### src/rtl/serial_disp_rx_if.sv
// Serial display/LED shift-stream bundle: driver-side serial lines plus receiver status.
interface serial_disp_rx_if #(
  parameter int unsigned WIDTH = 64,
  parameter int unsigned CNT_W = 8
);
  logic             sclk_in;
  logic             sdat_in;
  logic             sclrn_in;
  logic             sen_in;
  logic [WIDTH-1:0] data_out;
  logic             data_valid;
  logic             frame_err;
  logic             busy;
  logic [CNT_W-1:0] bit_cnt;

  modport master (
    output sclk_in, sdat_in, sclrn_in, sen_in,
    input  data_out, data_valid, frame_err, busy, bit_cnt
  );

  modport slave (
    input  sclk_in, sdat_in, sclrn_in, sen_in,
    output data_out, data_valid, frame_err, busy, bit_cnt
  );
endinterface

### src/rtl/serial_disp_rx.sv
// Oversampling receiver that rebuilds the parallel frame of the display/LED shift chain.
// Optional stall timeout in SHIFT: define SERIAL_DISP_RX_TIMEOUT_EN.
module serial_disp_rx #(
  parameter int unsigned WIDTH       = 64,
  parameter int unsigned SYNC_STAGES = 2,
  parameter int unsigned CNT_W       = 8,
  parameter int unsigned TIMEOUT     = 1024
) (
  input  logic            clk,
  input  logic            rst,
  serial_disp_rx_if.slave bus
);

  if (SYNC_STAGES < 2) begin : g_bad_sync
    $error("serial_disp_rx: SYNC_STAGES must be at least 2");
  end
  if ((64'd1 << CNT_W) <= 64'(WIDTH) + 64'd1) begin : g_bad_cnt
    $error("serial_disp_rx: CNT_W too narrow for WIDTH");
  end
  if (TIMEOUT == 0) begin : g_bad_timeout
    $error("serial_disp_rx: TIMEOUT must be non-zero");
  end

  typedef enum logic [1:0] {IDLE, SHIFT, DONE} state_t;

  localparam logic [CNT_W-1:0] FULL_CNT = CNT_W'(WIDTH);

  state_t state, state_nxt;

  logic [SYNC_STAGES-1:0] sclk_sync, sdat_sync, sclrn_sync, sen_sync;
  logic                   sclk_d, sen_d;
  logic                   sclk_s, sdat_s, clr_s, sen_s;
  logic                   sclk_rise, sen_rise;

  logic [WIDTH-1:0] shreg, shreg_nxt;
  logic [WIDTH-1:0] data_q, data_nxt;
  logic [CNT_W-1:0] cnt, cnt_nxt;
  logic             valid_q, valid_nxt;
  logic             err_q, err_nxt;

`ifdef SERIAL_DISP_RX_TIMEOUT_EN
  localparam int unsigned STALL_W = $clog2(TIMEOUT + 1);
  localparam logic [STALL_W-1:0] STALL_LAST = STALL_W'(TIMEOUT - 1);
  logic [STALL_W-1:0] stall, stall_nxt;
`endif

  always_ff @(posedge clk) begin
    if (rst) begin
      sclk_sync  <= '0;
      sdat_sync  <= '0;
      sclrn_sync <= '0;
      sen_sync   <= '0;
      sclk_d     <= 1'b0;
      sen_d      <= 1'b0;
    end else begin
      sclk_sync  <= {sclk_sync[SYNC_STAGES-2:0], bus.sclk_in};
      sdat_sync  <= {sdat_sync[SYNC_STAGES-2:0], bus.sdat_in};
      sclrn_sync <= {sclrn_sync[SYNC_STAGES-2:0], bus.sclrn_in};
      sen_sync   <= {sen_sync[SYNC_STAGES-2:0], bus.sen_in};
      sclk_d     <= sclk_s;
      sen_d      <= sen_s;
    end
  end

  assign sclk_s    = sclk_sync[SYNC_STAGES-1];
  assign sdat_s    = sdat_sync[SYNC_STAGES-1];
  assign clr_s     = ~sclrn_sync[SYNC_STAGES-1];
  assign sen_s     = sen_sync[SYNC_STAGES-1];
  assign sclk_rise = sclk_s & ~sclk_d;
  assign sen_rise  = sen_s & ~sen_d;

  always_ff @(posedge clk) begin
    if (rst) begin
      state   <= IDLE;
      shreg   <= '0;
      data_q  <= '0;
      cnt     <= '0;
      valid_q <= 1'b0;
      err_q   <= 1'b0;
`ifdef SERIAL_DISP_RX_TIMEOUT_EN
      stall   <= '0;
`endif
    end else begin
      state   <= state_nxt;
      shreg   <= shreg_nxt;
      data_q  <= data_nxt;
      cnt     <= cnt_nxt;
      valid_q <= valid_nxt;
      err_q   <= err_nxt;
`ifdef SERIAL_DISP_RX_TIMEOUT_EN
      stall   <= stall_nxt;
`endif
    end
  end

  always_comb begin
    state_nxt = state;
    shreg_nxt = shreg;
    data_nxt  = data_q;
    cnt_nxt   = cnt;
    valid_nxt = 1'b0;
    err_nxt   = 1'b0;
`ifdef SERIAL_DISP_RX_TIMEOUT_EN
    stall_nxt = '0;
`endif
    if (clr_s) begin
      state_nxt = IDLE;
      shreg_nxt = '0;
      cnt_nxt   = '0;
    end else begin
      // Shift first so a bit coinciding with the latch is counted in DONE
      if (sclk_rise) begin
        shreg_nxt = {shreg[WIDTH-2:0], sdat_s};
        cnt_nxt   = (cnt == '1) ? cnt : cnt + 1'b1;
      end
      unique case (state)
        IDLE: begin
          if (sclk_rise) state_nxt = SHIFT;
        end
        SHIFT: begin
          if (sen_rise) begin
            state_nxt = DONE;
          end
`ifdef SERIAL_DISP_RX_TIMEOUT_EN
          else if (!sclk_rise) begin
            if (stall == STALL_LAST) begin
              err_nxt   = 1'b1;
              shreg_nxt = '0;
              cnt_nxt   = '0;
              state_nxt = IDLE;
            end else begin
              stall_nxt = stall + 1'b1;
            end
          end
`endif
        end
        DONE: begin
          if (cnt == FULL_CNT) begin
            data_nxt  = shreg;
            valid_nxt = 1'b1;
          end else begin
            err_nxt = 1'b1;
          end
          // A bit arriving during DONE opens the next frame
          if (sclk_rise) begin
            cnt_nxt   = CNT_W'(1);
            state_nxt = SHIFT;
          end else begin
            cnt_nxt   = '0;
            state_nxt = IDLE;
          end
        end
        default: state_nxt = IDLE;
      endcase
    end
  end

  assign bus.data_out   = data_q;
  assign bus.data_valid = valid_q;
  assign bus.frame_err  = err_q;
  assign bus.busy       = (state == SHIFT);
  assign bus.bit_cnt    = cnt;

endmodule

### src/flat_wrapper.sv
// flat-port wrapper written by rule: the top's interface ports become plain ports
module serial_disp_rx_flat 
#(
  parameter int unsigned WIDTH       = 64,
  parameter int unsigned SYNC_STAGES = 2,
  parameter int unsigned CNT_W       = 8,
  parameter int unsigned TIMEOUT     = 1024
)
  (clk, rst, bus_sclk_in, bus_sdat_in, bus_sclrn_in, bus_sen_in, bus_data_out, bus_data_valid, bus_frame_err, bus_busy, bus_bit_cnt);
  serial_disp_rx_if #(.WIDTH(WIDTH), .CNT_W(CNT_W)) bus_i ();
  input  logic clk;
  input  logic rst;
  input wire logic [$bits(bus_i.sclk_in)-1:0] bus_sclk_in;
  input wire logic [$bits(bus_i.sdat_in)-1:0] bus_sdat_in;
  input wire logic [$bits(bus_i.sclrn_in)-1:0] bus_sclrn_in;
  input wire logic [$bits(bus_i.sen_in)-1:0] bus_sen_in;
  output wire logic [$bits(bus_i.data_out)-1:0] bus_data_out;
  output wire logic [$bits(bus_i.data_valid)-1:0] bus_data_valid;
  output wire logic [$bits(bus_i.frame_err)-1:0] bus_frame_err;
  output wire logic [$bits(bus_i.busy)-1:0] bus_busy;
  output wire logic [$bits(bus_i.bit_cnt)-1:0] bus_bit_cnt;
  assign bus_i.sclk_in = bus_sclk_in;
  assign bus_i.sdat_in = bus_sdat_in;
  assign bus_i.sclrn_in = bus_sclrn_in;
  assign bus_i.sen_in = bus_sen_in;
  assign bus_data_out = bus_i.data_out;
  assign bus_data_valid = bus_i.data_valid;
  assign bus_frame_err = bus_i.frame_err;
  assign bus_busy = bus_i.busy;
  assign bus_bit_cnt = bus_i.bit_cnt;
  serial_disp_rx #(.WIDTH(WIDTH), .SYNC_STAGES(SYNC_STAGES), .CNT_W(CNT_W), .TIMEOUT(TIMEOUT)) u_core (.clk(clk), .rst(rst), .bus(bus_i));
endmodule
### config.mk
export PLATFORM = sky130hd
export DESIGN_NAME = serial_disp_rx_flat
export DESIGN_NICKNAME = d
export VERILOG_FILES = /design/src/rtl/serial_disp_rx_if.sv /design/src/rtl/serial_disp_rx.sv /design/src/flat_wrapper.sv
export SDC_FILE = /design/constraint.sdc
export NUM_CORES = 1
export LEC_CHECK = 0
export CELL_PAD_IN_SITES_DETAIL_PLACEMENT = 1
export CELL_PAD_IN_SITES_GLOBAL_PLACEMENT = 1
export CORE_ASPECT_RATIO = 1.75
export CORE_MARGIN = 5
export CORE_UTILIZATION = 35
export DETAILED_ROUTE_END_ITERATION = 12
export HOLD_SLACK_MARGIN = 0.1
export PLACE_DENSITY = 0.75
export SETUP_SLACK_MARGIN = 0.4
export SLEW_MARGIN = 20
export SYNTH_ARGS = -nofsm -noshare
export SYNTH_HDL_FRONTEND = slang
export SYNTH_SLANG_ARGS = --single-unit
### constraint.sdc
create_clock -name clk -period 1.58 [get_ports clk]
set_input_delay 0.237 -clock clk [delete_from_list [all_inputs] [get_ports clk]]
set_output_delay 0.237 -clock clk [all_outputs]
set_load 0.05 [all_outputs]
==> results_dict.tcl <==
set metrics [dict create \
    drive_gt1_frac 0.682 \
    netlist_top_cells_count "nand2_1 (261), dfxtp_1 (150), a21oi_1 (117)" \
    hold_end "u_core.bus.data_out[2]" \
    leakagePower_nw 4.21 \
    drc 0 \
    syn-cell-area_um2 5350 \
    grt_max_degree 64 \
    p_sw_frac 0.234 \
    crit_path_end_kind "flop" \
    p_sw_mw 1.92 \
    worst-path-buf-inv 3 \
    worstSetupPathType "flop to flop" \
    synth_edf_count 0 \
    final_util 0.656 \
    fmax_ghz 0.559 \
    placementRows 59 \
    tns_ns -7.58 \
    nFillCells 1510 \
    cts_inserted_buffers 17 \
    syn_inst 645 \
    pwr-share-seq 0.456 \
    critical_path.cell_chain "buf_4 > ha_4 > buf_4 > nand4_1 > o21ai_2 > buf_4 > o22a_1 > a21oi_1" \
    async_flop_share 0 \
    reg2reg_slack_ns -0.21 \
    r2r_cells 8 \
    layout.area.seq_um2 3170 \
    setup_slack_ns -0.210 \
    vias 5604 \
    synth_cell_types 34 \
    pwr_density_cell_nw_per_um2 836 \
    power_frac_clock 0.503 \
    postSynthNetCount 653 \
    nets 803 \
    cts_buffer_depth 2 \
    globalplace.congestion 0.785 \
    p_comb_frac 0.041 \
    yosysWarnings 0 \
    die_x_um 103 \
    grt_usage 0.239 \
    status "finished with violations" \
    slew_viol_final 0 \
    violations "negative setup slack" \
    dieArea_um2 18000 \
    ys_seq_area_frac 0.561 \
    die_h_um 174 \
    place_hpwl_um 9150 \
    root_buffer "clkbuf_16" \
    cpPeakStageDelay_ns 0.37 \
    start_util 0.357 \
    coreArea_um2 15000 \
    path_max_fanout 5 \
    arrival_ns 2.10 \
    port_buffers 80 \
    reg2reg_from "u_core.bus.bit_cnt[1]" \
    clk_pin_slew_ns 0.07 \
    hold_class "primary input to flop" \
    crit_slowest_cell "dfxtp_4" \
    drtIter0Drc 391 \
    yosysTopAreaCell "dfxtp_1" \
    drt_first_pass_iters 5 \
    critical_path.startpoint_type "flop" \
    overflow 0 \
    pre_cts_slack_ns -0.0441 \
    synth_top_area_frac 0.561 \
    avgRoutedWirePerCell_um 27.9 \
    tightest_slew_ns 0.542 \
    viasPerCell 5.67 \
    min_period_over_period 1.13 \
    ant_nets 0 \
    rsz0062_at_grt "yes" \
    htree_levels 4 \
    routed_wl_um 27600 \
    peakVddDrop_mv 0.626 \
    multiInputGateArea_um2 3320 \
    cts_tree "built" \
    avgSynthCellArea_um2 8.30 \
    synthFlopType "dfxtp_1" \
    crit_path_frequent_cell "buf_4" \
    hold_viol_final 0 \
    cts_sinks 150 \
    finalSetupViolCount 71 \
    ios 81 \
    min_from "rst" \
    timing.rr.end "u_core.bus.bit_cnt[0]" \
    antenna_found_initial 0 \
    hold_depth 2 \
    slew-limit-headroom 0.639 \
    critPathTopFamily "compound AO/OA/AOI/OAI gates" \
    syn_to_final_growth_pct 83.8 \
    finClkSkew_ns 0.0150 \
    cap_violations 0 \
    grt_pass1_wl_um 32500 \
    clock_latency_ns 0.44 \
    grt_pass1_vias 5701 \
    ys_ff_latch 150 \
    diodes 0 \
    worstPathRequired_ns 1.89 \
    post-route-min-period_ns 1.79 \
    synth.area.top_cells "dfxtp_1 (56%), nand2_1 (18%), a21oi_1 (11%), a21oi_2 (2.1%), buf_8 (1.7%)" \
    intPower_mw 6.30 \
    synth.most_common_cell "nand2_1" \
]
layout make-up:
| class | count | share of cell area |
|---|---|---|
| inverter | 3 | 0.00191 |
| multi-input combinational | 449 | 0.338 |
| clock buffer | 22 | 0.0482 |
| sequential | 150 | 0.322 |
| clock inverter | 8 | 0.0100 |
| timing repair buffer | 174 | 0.257 |
| tap | 183 | 0.0233 |
state kept, by name, indices dropped and copies added (netlist names):
| signal | count |
|---|---|
| u_core.shreg | 64 |
| u_core.bus.data_valid | 1 |
| u_core.sclrn_sync | 2 |
| u_core.bus.frame_err | 1 |
| u_core.sen_d | 1 |
| u_core.sen_sync | 2 |
| u_core.bus.bit_cnt | 8 |
| u_core.state | 2 |
| u_core.sdat_sync | 2 |
| u_core.sclk_d | 1 |
| u_core.bus.data_out | 64 |
| u_core.sclk_sync | 2 |
power groups by stage:
stage	Clock [mW]	Sequential, mW	Combinational (mW)
detailed placement	0	3.88	0.141
CTS	4.04	3.78	0.222
finish	4.14	3.75	0.334
global placement	0	3.88	0.139
floorplan	0	3.88	0.0925
global route	4.33	3.75	0.339
cell usage in the layout, fill, tap and decap left out, types with 3 or more instances in the layout:
cell type | synthesis | final
buf_6 | 1 | 31
clkinvlp_4 | 0 | 3
dfxtp_2 | 0 | 49
nand2_4 | 0 | 81
nand2_2 | 0 | 72
nand3_1 | 5 | 5
buf_12 | 0 | 19
a21oi_2 | 13 | 99
nand4_1 | 3 | 3
nand2_1 | 261 | 108
dfxtp_1 | 150 | 74
buf_16 | 0 | 15
clkbuf_16 | 0 | 26
buf_8 | 6 | 53
xnor2_1 | 3 | 3
clkbuf_8 | 0 | 3
buf_4 | 0 | 43
clkdlybuf4s50_1 | 0 | 4
nor2b_1 | 12 | 11
nor2_1 | 10 | 8
inv_4 | 0 | 4
dfxtp_4 | 0 | 27
a21oi_1 | 117 | 31
how the worst max path moves through the flow:
| stage | start | slack, ns | to | depth (start not counted) |
|---|---|---|---|---|
| finish | u_core.bus.bit_cnt[1] | -0.21 | u_core.bus.bit_cnt[0] | 8 |
| global route | u_core.bus.bit_cnt[1] | -0.25 | u_core.bus.bit_cnt[0] | 8 |
| CTS | u_core.bus.bit_cnt[1] | -0.02 | u_core.bus.data_out[59] | 9 |
| detailed placement | u_core.bus.bit_cnt[0] | -0.04 | u_core.bus.data_out[38] | 7 |
| global placement | u_core.bus.bit_cnt[1] | 0.04 | u_core.bus.data_out[54] | 7 |
| floorplan | u_core.bus.bit_cnt[1] | 0.02 | u_core.bus.data_out[0] | 8 |
metal layers:
layer  up-vias  routed length (um)  share of wire  GRT usage
li1       2401                   -              -          -
met1      2832               10100           0.37      0.270
met2       265               14400           0.52      0.413
met3       106                1480          0.054     0.0431
met4         0                1590          0.058      0.125
met5         -                   0              0          0
logic make-up (layout without fill, tap and decap cells):
group / after synthesis / in the layout / share of synthesized area
AOI/OAI and AO/OA: 137 / 137 / 0.142
xor gates and xnor gates: 5 / 5 / 0.00818
adders and majority gates: 2 / 2 / 0.00467
buffers and inverters: 46 / 207 / 0.0489
DFF: 150 / 150 / 0.561
muxes: 2 / 2 / 0.00374
and+or+nand+nor: 303 / 303 / 0.232
metrics by stage:
stage          area, um2  power [mW]  hold slack, ns  cells
2_1_floorplan       5510        3.97           0.365    645
3_3_place_gp        6290        4.02           0.426    877
3_5_place_dp        6290        4.02           0.434    877
4_1_cts             8180        8.04           0.118    945
5_1_grt             9840        8.43           0.158    989
6_report            9840        8.23           0.157    989
timing repair:
action,CTS,global route
resized for setup,217,328
setup endpoints to repair,210,200
gates cloned,15,9
pin swaps,20,125
buffers inserted,23,35
hold buffers,0,0
Note: power is estimated with default switching activity, not from simulation.
